[src/rtl/stall_ctrl_if.sv]
// stall_ctrl_if: pipeline stall request and hold/bubble control bundle
interface stall_ctrl_if;
  logic        id_stallreq_i;
  logic        exe_div_start_i;
  logic        mem_stallreq_i;
  logic        flush_i;
  logic [4:0]  stall_o;
  logic [4:0]  bubble_o;
  logic        div_busy_o;
  logic        div_done_o;
  logic [31:0] stall_cnt_o;
  modport master (
    output id_stallreq_i, exe_div_start_i, mem_stallreq_i, flush_i,
    input  stall_o, bubble_o, div_busy_o, div_done_o, stall_cnt_o
  );
  modport slave (
    input  id_stallreq_i, exe_div_start_i, mem_stallreq_i, flush_i,
    output stall_o, bubble_o, div_busy_o, div_done_o, stall_cnt_o
  );
endinterface

[src/rtl/stall_ctrl.sv]
// stall_ctrl: pipeline stall/bubble resolution and fixed-latency divide sequencer; STALL_CTRL_PERF_EN adds a stalled-cycle counter
module stall_ctrl #(
  parameter int DIV_CYCLES = 32
) (
  input logic         clk,
  input logic         rst,
  stall_ctrl_if.slave bus
);
  localparam int CW = $clog2(DIV_CYCLES);
  typedef enum logic [1:0] {IDLE, DIV_RUN, DIV_DONE} state_t;
  state_t        state, state_nx;
  logic [CW-1:0] cnt, cnt_nx;
  logic          exe_req;
  always_ff @(posedge clk or posedge rst)
    if (rst) begin
      state <= IDLE;
      cnt   <= '0;
    end else begin
      state <= state_nx;
      cnt   <= cnt_nx;
    end
  always_comb begin
    state_nx = state;
    cnt_nx   = cnt;
    case (state)
      IDLE:     if (bus.exe_div_start_i) begin
                  state_nx = DIV_RUN;
                  cnt_nx   = CW'(DIV_CYCLES - 1);
                end
      DIV_RUN:  if (cnt == CW'(1)) state_nx = DIV_DONE;
                else cnt_nx = cnt - CW'(1);
      DIV_DONE: if (!bus.mem_stallreq_i) state_nx = IDLE;
      default:  state_nx = IDLE;
    endcase
    if (bus.flush_i) begin
      state_nx = IDLE;
      cnt_nx   = '0;
    end
  end
  // the start cycle itself already stalls, so the request spans exactly DIV_CYCLES cycles
  assign exe_req = (state == IDLE && bus.exe_div_start_i) || state == DIV_RUN;
  assign bus.stall_o = rst                ? 5'b00000 :
                       bus.flush_i        ? 5'b00000 :
                       bus.mem_stallreq_i ? 5'b01111 :
                       exe_req            ? 5'b00111 :
                       bus.id_stallreq_i  ? 5'b00011 : 5'b00000;
  assign bus.bubble_o = rst                ? 5'b00000 :
                        bus.flush_i        ? 5'b01110 :
                        bus.mem_stallreq_i ? 5'b10000 :
                        exe_req            ? 5'b01000 :
                        bus.id_stallreq_i  ? 5'b00100 : 5'b00000;
  assign bus.div_busy_o = state == DIV_RUN;
  assign bus.div_done_o = state == DIV_DONE;
`ifdef STALL_CTRL_PERF_EN
  logic [31:0] perf_cnt;
  always_ff @(posedge clk or posedge rst)
    if (rst) perf_cnt <= '0;
    else if (bus.stall_o[0] && perf_cnt != 32'hFFFF_FFFF) perf_cnt <= perf_cnt + 32'd1;
  assign bus.stall_cnt_o = perf_cnt;
`else
  assign bus.stall_cnt_o = 32'h0;
`endif
endmodule

[src/flat_wrapper.sv]
// flat-port wrapper written by rule: the top's interface ports become plain ports
module stall_ctrl_flat 
#(
  parameter int DIV_CYCLES = 32
)
  (clk, rst, bus_id_stallreq_i, bus_exe_div_start_i, bus_mem_stallreq_i, bus_flush_i, bus_stall_o, bus_bubble_o, bus_div_busy_o, bus_div_done_o, bus_stall_cnt_o);
  stall_ctrl_if bus_i ();
  input logic clk;
  input logic rst;
  input wire logic [$bits(bus_i.id_stallreq_i)-1:0] bus_id_stallreq_i;
  input wire logic [$bits(bus_i.exe_div_start_i)-1:0] bus_exe_div_start_i;
  input wire logic [$bits(bus_i.mem_stallreq_i)-1:0] bus_mem_stallreq_i;
  input wire logic [$bits(bus_i.flush_i)-1:0] bus_flush_i;
  output wire logic [$bits(bus_i.stall_o)-1:0] bus_stall_o;
  output wire logic [$bits(bus_i.bubble_o)-1:0] bus_bubble_o;
  output wire logic [$bits(bus_i.div_busy_o)-1:0] bus_div_busy_o;
  output wire logic [$bits(bus_i.div_done_o)-1:0] bus_div_done_o;
  output wire logic [$bits(bus_i.stall_cnt_o)-1:0] bus_stall_cnt_o;
  assign bus_i.id_stallreq_i = bus_id_stallreq_i;
  assign bus_i.exe_div_start_i = bus_exe_div_start_i;
  assign bus_i.mem_stallreq_i = bus_mem_stallreq_i;
  assign bus_i.flush_i = bus_flush_i;
  assign bus_stall_o = bus_i.stall_o;
  assign bus_bubble_o = bus_i.bubble_o;
  assign bus_div_busy_o = bus_i.div_busy_o;
  assign bus_div_done_o = bus_i.div_done_o;
  assign bus_stall_cnt_o = bus_i.stall_cnt_o;
  stall_ctrl #(.DIV_CYCLES(DIV_CYCLES)) u_core (.clk(clk), .rst(rst), .bus(bus_i));
endmodule
[config.mk]
export PLATFORM = sky130hd
export DESIGN_NAME = stall_ctrl_flat
export DESIGN_NICKNAME = d
export VERILOG_FILES = /design/src/rtl/stall_ctrl_if.sv /design/src/rtl/stall_ctrl.sv /design/src/flat_wrapper.sv
export SDC_FILE = /design/constraint.sdc
export NUM_CORES = 1
export LEC_CHECK = 0
export CORE_MARGIN = 2
export CORE_UTILIZATION = 33
export DETAILED_ROUTE_END_ITERATION = 8
export PLACE_DENSITY = 0.74
export SYNTH_ARGS = -nofsm -noshare
export SYNTH_HDL_FRONTEND = slang
export SYNTH_SLANG_ARGS = --single-unit
export TNS_END_PERCENT = 1
[constraint.sdc]
create_clock -name clk -period 1.86 [get_ports clk]
set_input_delay 0.372 -clock clk [delete_from_list [all_inputs] [get_ports clk]]
set_output_delay 0.372 -clock clk [all_outputs]
set_load 0.01 [all_outputs]
==> out/qor.txt <==
Filler instances = 226
Seq/Total Area, Yosys = 23.1%
Max IR drop VDD = 248 uV
Ports = 50
Via density per instance = 4.12
Finish-stage setup viols = 0
Diodes inserted = 0
Crit-path max FO = 4
Fmax = 547 MHz
Initial DRT Pass Iterations = 4
CP max stage delay = 0.52 ns
HPWL Detailed = 1.17 mm
Reg-to-Reg Start = u_core.cnt[1]
Yosys warnings = 0
H-tree levels = 1
Wire length on met3 = 104 um
Nets = 122
CTS tree = built
Root Buffer = clkbuf_4
Largest net degree at the start of global routing = 9
CP Cell Sequence = clkdlybuf4s50_1 > inv_2 > a31oi_1 > nor2_1 > dlygate4sd2_1
Wire per inst = 9.78 um
Pwr/cell area = 581 nW/um^2
Metal2 WL = 724 um
Via count = 581
Worst-case clock buffer depth = 2
Startpoint types = input port
Clock-pin slew on the worst setup and hold paths = 0.05 ns
Area growth from synthesis to layout = 14.7%
Vias in the first global route = 519
CTS buffer count = 3
Register-to-Register Path Depth = 5
Max-cap violation count = 0
RSZ-0062 raised after global routing = true
Overflow after GRT = 0
Seq. cell area = 175 um^2
Clk_lat worst skew = 0.24 ns
Final worst slack = 0.0307 ns
Synthesized flop and latch total = 7
P_leak = 0.478 nW
Synth Instances = 91
Worst slack, placed = -0.335 ns
Cell Area, Synth = 759 um^2
Largest cells by area after synthesis = buf_4 (36%), dfrtp_1 (23%), nor3_1 (4.6%)
M1 WL = 550 um
# DRC = 0
Core box area = 2190 um^2
Setup Skew = 0.00224 ns
PortBufs = 15
Post-synth top area share = 35.6%
Fraction of layout cells with a size suffix above 1 = 21.2%
Die area = 2700 um^2
HP Class = input port to asynchronous set/reset pin
Status = complete, no violations
Tot Pwr = 0.000506 W
Worst R2R End = u_core.cnt[0]
Crit path time final = 1.83 ns
Highest metal used = met3
First DRT Iteration DRCs = 9
RD Place Congestion = 0.804
CTS sink count = 7
Arr. time, crit path = 1.46 ns
Die height = 52.0 um
First-pass GRT wire length = 2.25 mm
Crit end category = output pin
WS Path Type = input port to output pin
Initial antenna violation count = 0
Tcrit/Tclk final = 98.3%
Slew Limit Fails = 0
Library cells used by synthesis = 27
Final Hold Viols = 0
Initial Util = 34.7%
Cts hold-fix bufs = 0
Row count = 17
Post-Syn Area per Cell = 8.35 um^2
Multi-input gate area = 418 um^2
Slowest-stage cell, CP = clkdlybuf4s50_1
Req. time, crit path = 1.49 ns
Setup slack, reg-to-reg = 0.19 ns
Final WL = 1.38 mm
Die W = 52.0 um
Tot GR Track Use = 11.1%
Post-synth top area cell = buf_4
Antenna Nets Post-Route = 0
## timing repair
item / CTS / global route
resized for setup: 12 / 13
pin swaps: 0 / 1
buffers inserted: 0 / 0
setup endpoints to repair: 10 / 8
## flip-flops by register name, indices dropped and copies added (netlist names)
| signal | flops |
|---|---|
| u_core.state | 2 |
| u_core.cnt | 5 |
## where the power goes
group	switching (W)	internal, W	total [W]
registers	0.0000178	0.000170	0.000188
logic	0.000114	0.0000737	0.000188
clock network	0.0000493	0.0000814	0.000131
total	0.000181	0.000325	0.000506
## logic make-up (layout without fill, tap and decap cells)
family | count (synthesis) | after routing | share of synthesized area [%]
other | 1 | 34 | 0.494
adder cells (fa/ha/maj) | 2 | 2 | 3.29
flip-flops | 7 | 7 | 23.1
AND/OR/NAND/NOR | 18 | 18 | 13.7
buffers and inverters | 46 | 35 | 40.5
AO/OA/AOI/OAI | 17 | 17 | 18.9
## cell usage after synthesis, drive strengths merged
cell type	count
buf	36
o21bai	1
ha	2
or4b	1
a31o	2
conb	1
o221ai	1
a211oi	1
a21oi	3
nand2b	1
clkbuf	1
nor4b	1
a31oi	2
a22oi	1
a2111oi	2
inv	9
o21ba	1
o31ai	1
nor3	7
o21ai	1
and3	1
dfrtp	7
nor2b	2
nor2	5
a311o	1
## through the flow
stage	instance area [um^2]	util (%)	TNS, ns	hold WS, ns	instances
6_report	871	39.7	0	0.420	141
5_1_grt	871	39.7	-0.0153	0.457	141
4_1_cts	863	39.4	-0.133	0.401	141
3_5_place_dp	847	38.7	-2.29	0.580	137
3_3_place_gp	847	38.7	-2.13	0.562	137
2_1_floorplan	883	-	0	0.175	124
## cells in the final DEF, fill, tap and decap left out, types with 2 or more instances in the layout
cell type	count
conb_1	34
inv_1	8
dlygate4sd2_1	8
buf_4	7
dfrtp_1	7
nor2_1	5
nor3_1	5
clkbuf_4	3
clkbuf_2	3
a31oi_1	2
nor2b_1	2
nor3_2	2
a21oi_2	2
a2111oi_1	2
ha_1	2
dlymetal6s2s_1	2
clkdlybuf4s50_1	2
## critical path: cells and delay by family
family,cells,cell delay [ns]
simple gates,1,0.05
compound gates,1,0.16
buf+inv,3,0.88
## metal layers
metal,GRT usage (%),vias up
li1,-,285
met1,12.4,267
met2,20.0,29
met3,2.01,0
met4,5.26,0
met5,0,-
## final cells by class
class / instances / share of cell area (%)
well taps: 28 / 4.02
repair buffers: 22 / 21.0
multi-input cells: 71 / 48.0
flip-flops and latches: 7 / 20.1
clock buffers: 4 / 3.02
inverters: 9 / 3.88
## worst max path at each step
stage | start | end
floorplan | u_core.state[1] | bus_stall_o[1]
finish | bus_mem_stallreq_i | bus_bubble_o[2]
detailed placement | bus_exe_div_start_i | bus_stall_o[0]
CTS | bus_exe_div_start_i | bus_stall_o[0]
global route | bus_mem_stallreq_i | bus_bubble_o[2]
global placement | bus_exe_div_start_i | bus_stall_o[1]
Power figures use the tool's default switching activity.
